`src/rtl/key_line_controller.sv`:
```
// rtl/key_line_controller.sv - captures a per-field key line and confirms the detected key
module key_line_controller #(
    parameter logic [9:0]  KEY_LINE       = 10'd20,
    parameter logic [10:0] LINE_SAMPLES   = 11'd1440,
    parameter logic [1:0]  CONFIRM_COUNT  = 2'd2,
    parameter logic [3:0]  TIMEOUT_FIELDS = 4'd8
) (
    input  logic        clock,
    input  logic        reset_n,
    input  logic        vsync_in,
    input  logic        hsync_in,
    input  logic        avid_in,
    output logic        det_reset_n,
    input  logic [31:0] det_sequence,
    input  logic        det_ready,
    output logic [31:0] key_out,
    output logic        key_valid,
    input  logic        key_ack,
    output logic        lock,
    output logic        key_drop
);

    typedef enum logic [2:0] {IDLE, COUNT, ARM, CAPTURE, EVAL} state_t;

    // The detector needs LINE_SAMPLES samples plus pipeline slack before EVAL.
    localparam logic [10:0] LAST_SAMPLE = LINE_SAMPLES + 11'd1;

    state_t      state;
    state_t      state_next;
    logic        vsync_d;
    logic        hsync_d;
    logic        avid_d;
    logic        vsync_rise;
    logic        hsync_rise;
    logic        avid_rise;
    logic [9:0]  line_cnt;
    logic [10:0] sample_cnt;
    logic [1:0]  match_cnt;
    logic [1:0]  match_next;
    logic [3:0]  miss_cnt;
    logic [31:0] candidate;
    logic        seq_match;
    logic        eval_hit;
    logic        eval_miss;
    logic        field_miss;
    logic        miss_inc;
    logic        timeout;
    logic        present;

    assign vsync_rise = vsync_in & ~vsync_d;
    assign hsync_rise = hsync_in & ~hsync_d;
    assign avid_rise  = avid_in & ~avid_d;

    assign det_reset_n = (state == CAPTURE);

    always_ff @(posedge clock or negedge reset_n) begin
        if (!reset_n) begin
            state <= IDLE;
        end else begin
            state <= state_next;
        end
    end

    always_comb begin
        state_next = state;
        case (state)
            IDLE:    if (vsync_rise) state_next = COUNT;
            COUNT:   if (line_cnt == KEY_LINE) state_next = ARM;
            ARM:     if (avid_rise) state_next = CAPTURE;
            CAPTURE: if (sample_cnt == LAST_SAMPLE) state_next = EVAL;
            EVAL:    state_next = IDLE;
            default: state_next = IDLE;
        endcase
        // A new field always restarts line counting, abandoning any capture.
        if (vsync_rise) state_next = COUNT;
    end

    always_comb begin
        seq_match  = (det_sequence == candidate);
        eval_hit   = (state == EVAL) && det_ready;
        eval_miss  = (state == EVAL) && !det_ready;
        field_miss = vsync_rise && (state != IDLE) && (state != EVAL);
        miss_inc   = eval_miss || field_miss;
        timeout    = miss_inc && ((miss_cnt == TIMEOUT_FIELDS) || (miss_cnt + 4'd1 == TIMEOUT_FIELDS));
        match_next = 2'd1;
        if (seq_match) begin
            match_next = (match_cnt == CONFIRM_COUNT) ? match_cnt : match_cnt + 2'd1;
        end
        // Present only on the transition into confirmation, not while saturated.
        present = eval_hit && (match_next == CONFIRM_COUNT) &&
                  !(seq_match && (match_cnt == CONFIRM_COUNT));
    end

    always_ff @(posedge clock or negedge reset_n) begin
        if (!reset_n) begin
            vsync_d    <= 1'b0;
            hsync_d    <= 1'b0;
            avid_d     <= 1'b0;
            line_cnt   <= 10'd0;
            sample_cnt <= 11'd0;
            match_cnt  <= 2'd0;
            miss_cnt   <= 4'd0;
            candidate  <= 32'd0;
            key_out    <= 32'd0;
            key_valid  <= 1'b0;
            lock       <= 1'b0;
            key_drop   <= 1'b0;
        end else begin
            vsync_d  <= vsync_in;
            hsync_d  <= hsync_in;
            avid_d   <= avid_in;
            key_drop <= 1'b0;

            if (vsync_rise) begin
                line_cnt <= 10'd0;
            end else if (hsync_rise && (line_cnt != 10'h3FF)) begin
                line_cnt <= line_cnt + 10'd1;
            end

            if ((state == ARM) && avid_rise) begin
                sample_cnt <= 11'd0;
            end else if (state == CAPTURE) begin
                sample_cnt <= sample_cnt + 11'd1;
            end

            if (eval_hit) begin
                match_cnt <= match_next;
                miss_cnt  <= 4'd0;
                if (!seq_match) candidate <= det_sequence;
            end else if (eval_miss) begin
                match_cnt <= 2'd0;
            end

            if (miss_inc && (miss_cnt != TIMEOUT_FIELDS)) begin
                miss_cnt <= miss_cnt + 4'd1;
            end

            if (key_valid && key_ack) begin
                key_valid <= 1'b0;
            end

            if (present) begin
                lock <= 1'b1;
                if (key_valid) begin
                    key_drop <= 1'b1;
                end else begin
                    key_out   <= det_sequence;
                    key_valid <= 1'b1;
                end
            end else if (timeout) begin
                lock <= 1'b0;
            end
        end
    end

endmodule

```
`config.mk`:
```
export PLATFORM = sky130hd
export DESIGN_NAME = key_line_controller
export DESIGN_NICKNAME = d
export VERILOG_FILES = /design/src/rtl/key_line_controller.sv
export SDC_FILE = /design/constraint.sdc
export NUM_CORES = 1
export LEC_CHECK = 0
export BUFFER_PORTS_ARGS = -buffer_cell sky130_fd_sc_hd__buf_2
export CAP_MARGIN = 30
export CORE_MARGIN = 4
export CORE_UTILIZATION = 55
export DETAILED_ROUTE_END_ITERATION = 8
export GPL_TIMING_DRIVEN = 0
export PLACE_DENSITY_LB_ADDON = 0.05
export SLEW_MARGIN = 40
export SYNTH_ARGS = -nofsm -noshare
export SYNTH_HDL_FRONTEND = slang
export SYNTH_SLANG_ARGS = --single-unit
```
`constraint.sdc`:
```
create_clock -name clock -period 2.7 [get_ports clock]
set_input_delay 0.27 -clock clock [delete_from_list [all_inputs] [get_ports clock]]
set_output_delay 0.27 -clock clock [all_outputs]
set_load 0.01 [all_outputs]
```
# After elaboration in Yosys (flattened, before gate mapping)
# Cells that the tools add are included.
# classes
eq_ne,18
bitwise_logic,8
reduce_logical,26
n_addsub,4
muxes,22
# op_table
op,count
$eq 32x32->1,1
$mux 11,2
$mux 10,2
$logic_and 1x1->1,12
$mux 3,4
$pmux 3 s4,1
$add 11x1->11 const B,1
$eq 11x11->1 const B,1
$add 10x1->10 const B,1
$eq 10x5->1 const B,1
$ne 10x10->1 const B,1
$reduce_bool 2->1,5
$ne 3x3->1 const B,3
$eq 4x4->1 const B,2
$mux 2,4
$mux 4,2
$mux 1,7
$eq 3x2->1 const B,2
$not 1->1,5
$add 4x1->4 const B,1
$eq 2x2->1 const B,2
$ne 4x4->1 const B,1
$reduce_and 2->1,2
$reduce_and 4->1,1
10 further kinds,14
# word_totals
register_bits,100
elab_cells,91
out_inout_bits,36
input_bits,39

# Depth between registers and ports, before layout
# depth
ltp_word,8
depth_mapped,8
depth_no_buf,7

# Worst setup path before layout
# Ideal clock, no wire load.
# synth_timing
path_kind,reg2reg
startpoint,register candidate[15]
endpoint,register key_out[0]
path_stages_with_launch,8
slack_ns,0.573
t_required_ns,2.575
setup_time_ns,0.125
arrival_time_ns,2.002
synth_period_minus_slack_ns,2.127
n_path_buf,2
path_cell_list,dfrtp_1 > xor2_1 > nor4_2 > nand2_1 > or4_1 > buf_6 > buf_12 > mux2_4
# synth_via
elab_chain_len,6
elab_cells_between_ends,8
cone_classes,eq/ne (2); mux (1); reduce/logical (5)
# synth_rtl
element,line_no,source
from (decl),41,logic [31:0] candidate;
from (signal assigned),129,if (!seq_match) candidate <= det_sequence;
$eq 32x32->1 (*),79,seq_match = (det_sequence == candidate);
$mux 2,86,if (seq_match) begin
$eq 2x2->1,90,present = eval_hit && (match_next == CONFIRM_COUNT) &&
$logic_and 1x1->1,90,
$logic_and 1x1->1 (*),90,
$reduce_and 2->1 (no line) (*),n/a,
to (signal assigned),147,key_out <= det_sequence;
to (decl),16,"output logic [31:0] key_out,"
# Every way passes the cells marked *; elsewhere a longest branch is shown, timed or not.
# A chain may end at the register's enable or synchronous reset.

# Final worst setup path
# layout_timing
startpoint,register candidate[26]
endpoint,register candidate[13]
# layout_via
elab_chain_len,3
# layout_rtl
element,line_no
$eq 32x32->1,79
$not 1->1 (no line),n/a
$reduce_and 2->1 (no line),n/a
# Every way passes these cells.

==> flow_metrics.env <==
export IMPL_crit_chain="xor2_1 > nor4_2 > nand4_1 > o31ai_2 > buf_2 > mux2_2"
export IMPL_setup_violations=0
export IMPL_clk_path_buf_depth=2
export IMPL_clock_sinks=100
export IMPL_drv_cap=0
export IMPL_p_leak_nw=2.93
export IMPL_cts_buffers=9
export IMPL_worstReg2RegStart="candidate[26]$_DFFE_PN0P_"
export IMPL_tns_ps=0
export IMPL_p_total_mw=2.87
export IMPL_grt_max_degree=52
export IMPL_crit_start="candidate[26]$_DFFE_PN0P_"
export IMPL_status="completed"
export IMPL_crit_path_end_kind="flop"
export IMPL_arrival_ps=2680
export IMPL_pin_count=75
export IMPL_path_clk_slew_ps=80
export IMPL_fmax_mhz=409
export IMPL_synth_top_cell_area_share=0.527
export IMPL_route_vias_total=3009
export IMPL_timing_final_crit_share=0.906
export IMPL_synthCells=372
export IMPL_grtUsageTotal=0.185
export IMPL_timing_hold_ws_ps=31.8
export IMPL_cp_depth=6
export IMPL_power_density_mw_per_mm2=523
export IMPL_ys_seq_area_frac=0.527
export IMPL_die_x_um=101
export IMPL_antenna_found_initial=0
export IMPL_critPathLaunchType="flop"
export IMPL_n_antenna_cell=0
export IMPL_dieArea_mm2=0.0102
export IMPL_critPathCapture="candidate[13]$_DFFE_PN0P_"
export IMPL_finalNonFillerCells=568
export IMPL_grt_ovfl_total=0
export IMPL_slew_violations=0
export IMPL_post_route_cell_area_mm2=0.00548
export IMPL_synth_nets=419
export IMPL_dp_hpwl_um=6390
export IMPL_nets=506
export IMPL_cts_tree="done"
export IMPL_htreeDepth=3
export IMPL_rr_worst_depth=6
export IMPL_max_slew_worst_pin_slew_ps=546
export IMPL_r2r_end="candidate[13]$_DFFE_PN0P_"
export IMPL_vdd_drop_max_mv=0.281
export IMPL_slowest_stage="o31ai_2"
export IMPL_drt_first_pass_iters=4
export IMPL_drcViolationCount=0
export IMPL_criticalPathCategory="reg2reg"
export IMPL_clk_latency_ps=350
export IMPL_synth_area_leaders="dfrtp_1 (53%), mux2_4 (9.2%), mux2_2 (8.3%)"
export IMPL_yosys_register_bits=100
export IMPL_cp_max_fo=10
export IMPL_hp_class="in2reg"
export IMPL_dp_cells=552
export IMPL_post_route_min_period_ps=2450
export IMPL_timing_hold_violations_final=0
export IMPL_drtIter0Drc=62
export IMPL_wl_um=8650
export IMPL_placed_cell_area_mm2=0.00529
export IMPL_cp_num_buf_inv=1
export IMPL_cts_root_buf="clkbuf_8"
export IMPL_synth_cell_types=39
export IMPL_cp_top_family="simple AND/OR/NAND/NOR gates"
export IMPL_vias_per_cell=5.30
export IMPL_reg2reg_slack_ps=250
export IMPL_fp_row_count=33
export IMPL_yosysTopAreaCell="dfrtp_1"
export IMPL_mappedNetlistArea_mm2=0.00475
export IMPL_finClkSkew_ps=8.62
export IMPL_area_growth_pct=15.5
export IMPL_synth_main_ff_cell="dfrtp_1"
export IMPL_gp_congestion=0.818
export IMPL_slew_headroom=0.631
export IMPL_layout_drive_gt1_share=0.365
export IMPL_grt_pass1_vias=3055
export IMPL_async_flop_share=1.00
export IMPL_yosysWarnings=0
export IMPL_fp_coreArea_mm2=0.00830
export IMPL_die_y_um=101
export IMPL_cp_required_ps=2940
export IMPL_start_util=0.572
export IMPL_wl_per_cell_um=15.2
export IMPL_grt_setup_unrepaired="false"
export IMPL_synth_edf_count=0
export IMPL_io_buffers=74
export IMPL_ant_nets=0
export IMPL_slowest_delay_ps=470
export IMPL_cts_resized=0
export IMPL_avgSynthCellArea_um2=12.8
export IMPL_grt_pass1_wl_um=14800
-- cell families (layout without fill, tap and decap cells) --
group / count (synthesis) / count (layout) / synth area share
AO/OA/AOI/OAI: 27 / 27 / 0.0356
XOR/XNOR: 48 / 48 / 0.0886
adder cells (fa/ha/maj): 8 / 8 / 0.0211
buffers and inverters: 27 / 118 / 0.0340
flip-flops: 100 / 100 / 0.527
multiplexers: 66 / 66 / 0.179
AND/OR/NAND/NOR: 96 / 96 / 0.115
-- flip-flops by register name (all words and copies together) (netlist names), 2 cells and up --
register and count:
match_cnt 2, key_out 32, candidate 32, sample_cnt 11
miss_cnt 4, state 3, line_cnt 10
-- report_power, final --
group | switching (mW) | internal, mW | total, mW | leakage, nW
Sequential | 0.0875 | 1.57 | 1.66 | 1.35
Clock | 0.468 | 0.431 | 0.899 | 0.0986
Combinational | 0.170 | 0.137 | 0.306 | 1.49
-- cells in the final DEF (no fill, tap or decap), types with 6 or more instances in the layout --
master	n
dfrtp_1	100
buf_2	76
xor2_1	38
mux2_2	35
mux2_4	29
nor2_1	24
nand2_1	17
inv_1	15
clkbuf_8	13
o21ai_0	11
nand3_1	10
xnor2_1	10
ha_1	8
nor4_2	7
nand4_1	7
clkbuf_1	6
or3_1	6
a21oi_1	6
-- timing repair --
| action | CTS | global route |
|---|---|---|
| endpoints found under the hold margin | 49 | 0 |
| setup buffers | 0 | 0 |
| hold buffers | 1 | 0 |
-- Yosys cell counts (5+ instances only) --
cell type,n
nor4_2,7
nor3_1,5
or3_1,6
dfrtp_1,100
nand4_1,7
mux2_4,29
xnor2_1,10
nor4_1,5
nand3_1,10
ha_1,8
o21ai_0,11
nor2_1,24
a21oi_1,6
xor2_1,38
mux2_2,35
clkbuf_1,5
nand2_1,17
inv_1,15
-- worst min path at each step --
stage                  start                 endpoint  slack [ps]  depth (start not counted)
floorplan            reset_n         avid_d$_DFF_PN0_         -30                          0
finish               avid_in         avid_d$_DFF_PN0_          30                          1
detailed placement   reset_n  key_out[26]$_DFFE_PN0P_         210                          1
global placement     avid_in         avid_d$_DFF_PN0_         390                          1
global route        hsync_in        hsync_d$_DFF_PN0_           6                          1
CTS                  avid_in         avid_d$_DFF_PN0_          20                          1
-- metal layers --
metal	wire length (um)	track usage	vias to the layer above
met2	4330	0.313	56
met5	0	0	-
met4	71	0.0429	0
met1	3730	0.235	1474
met3	517	0.0540	9
li1	-	-	1470
-- through the flow --
stage	setup WS (ps)	utilization
floorplan	573	-
global placement	265	0.632
detailed placement	217	0.637
CTS	203	0.661
global route	52.8	0.661
finish	255	0.661
-- area by class of cell --
| class | instances | area [um^2] |
|---|---|---|
| flip-flops and latches | 100 | 2500 |
| repair buffers | 76 | 418 |
| plain buffers | 12 | 105 |
| well taps | 105 | 131 |
| multi-input cells | 245 | 2080 |
| fillers | 655 | 2820 |
| inverters | 15 | 56.3 |
| clock inverters | 1 | 5.00 |
| clock buffers | 14 | 183 |
(Power assumes the default switching activity.)
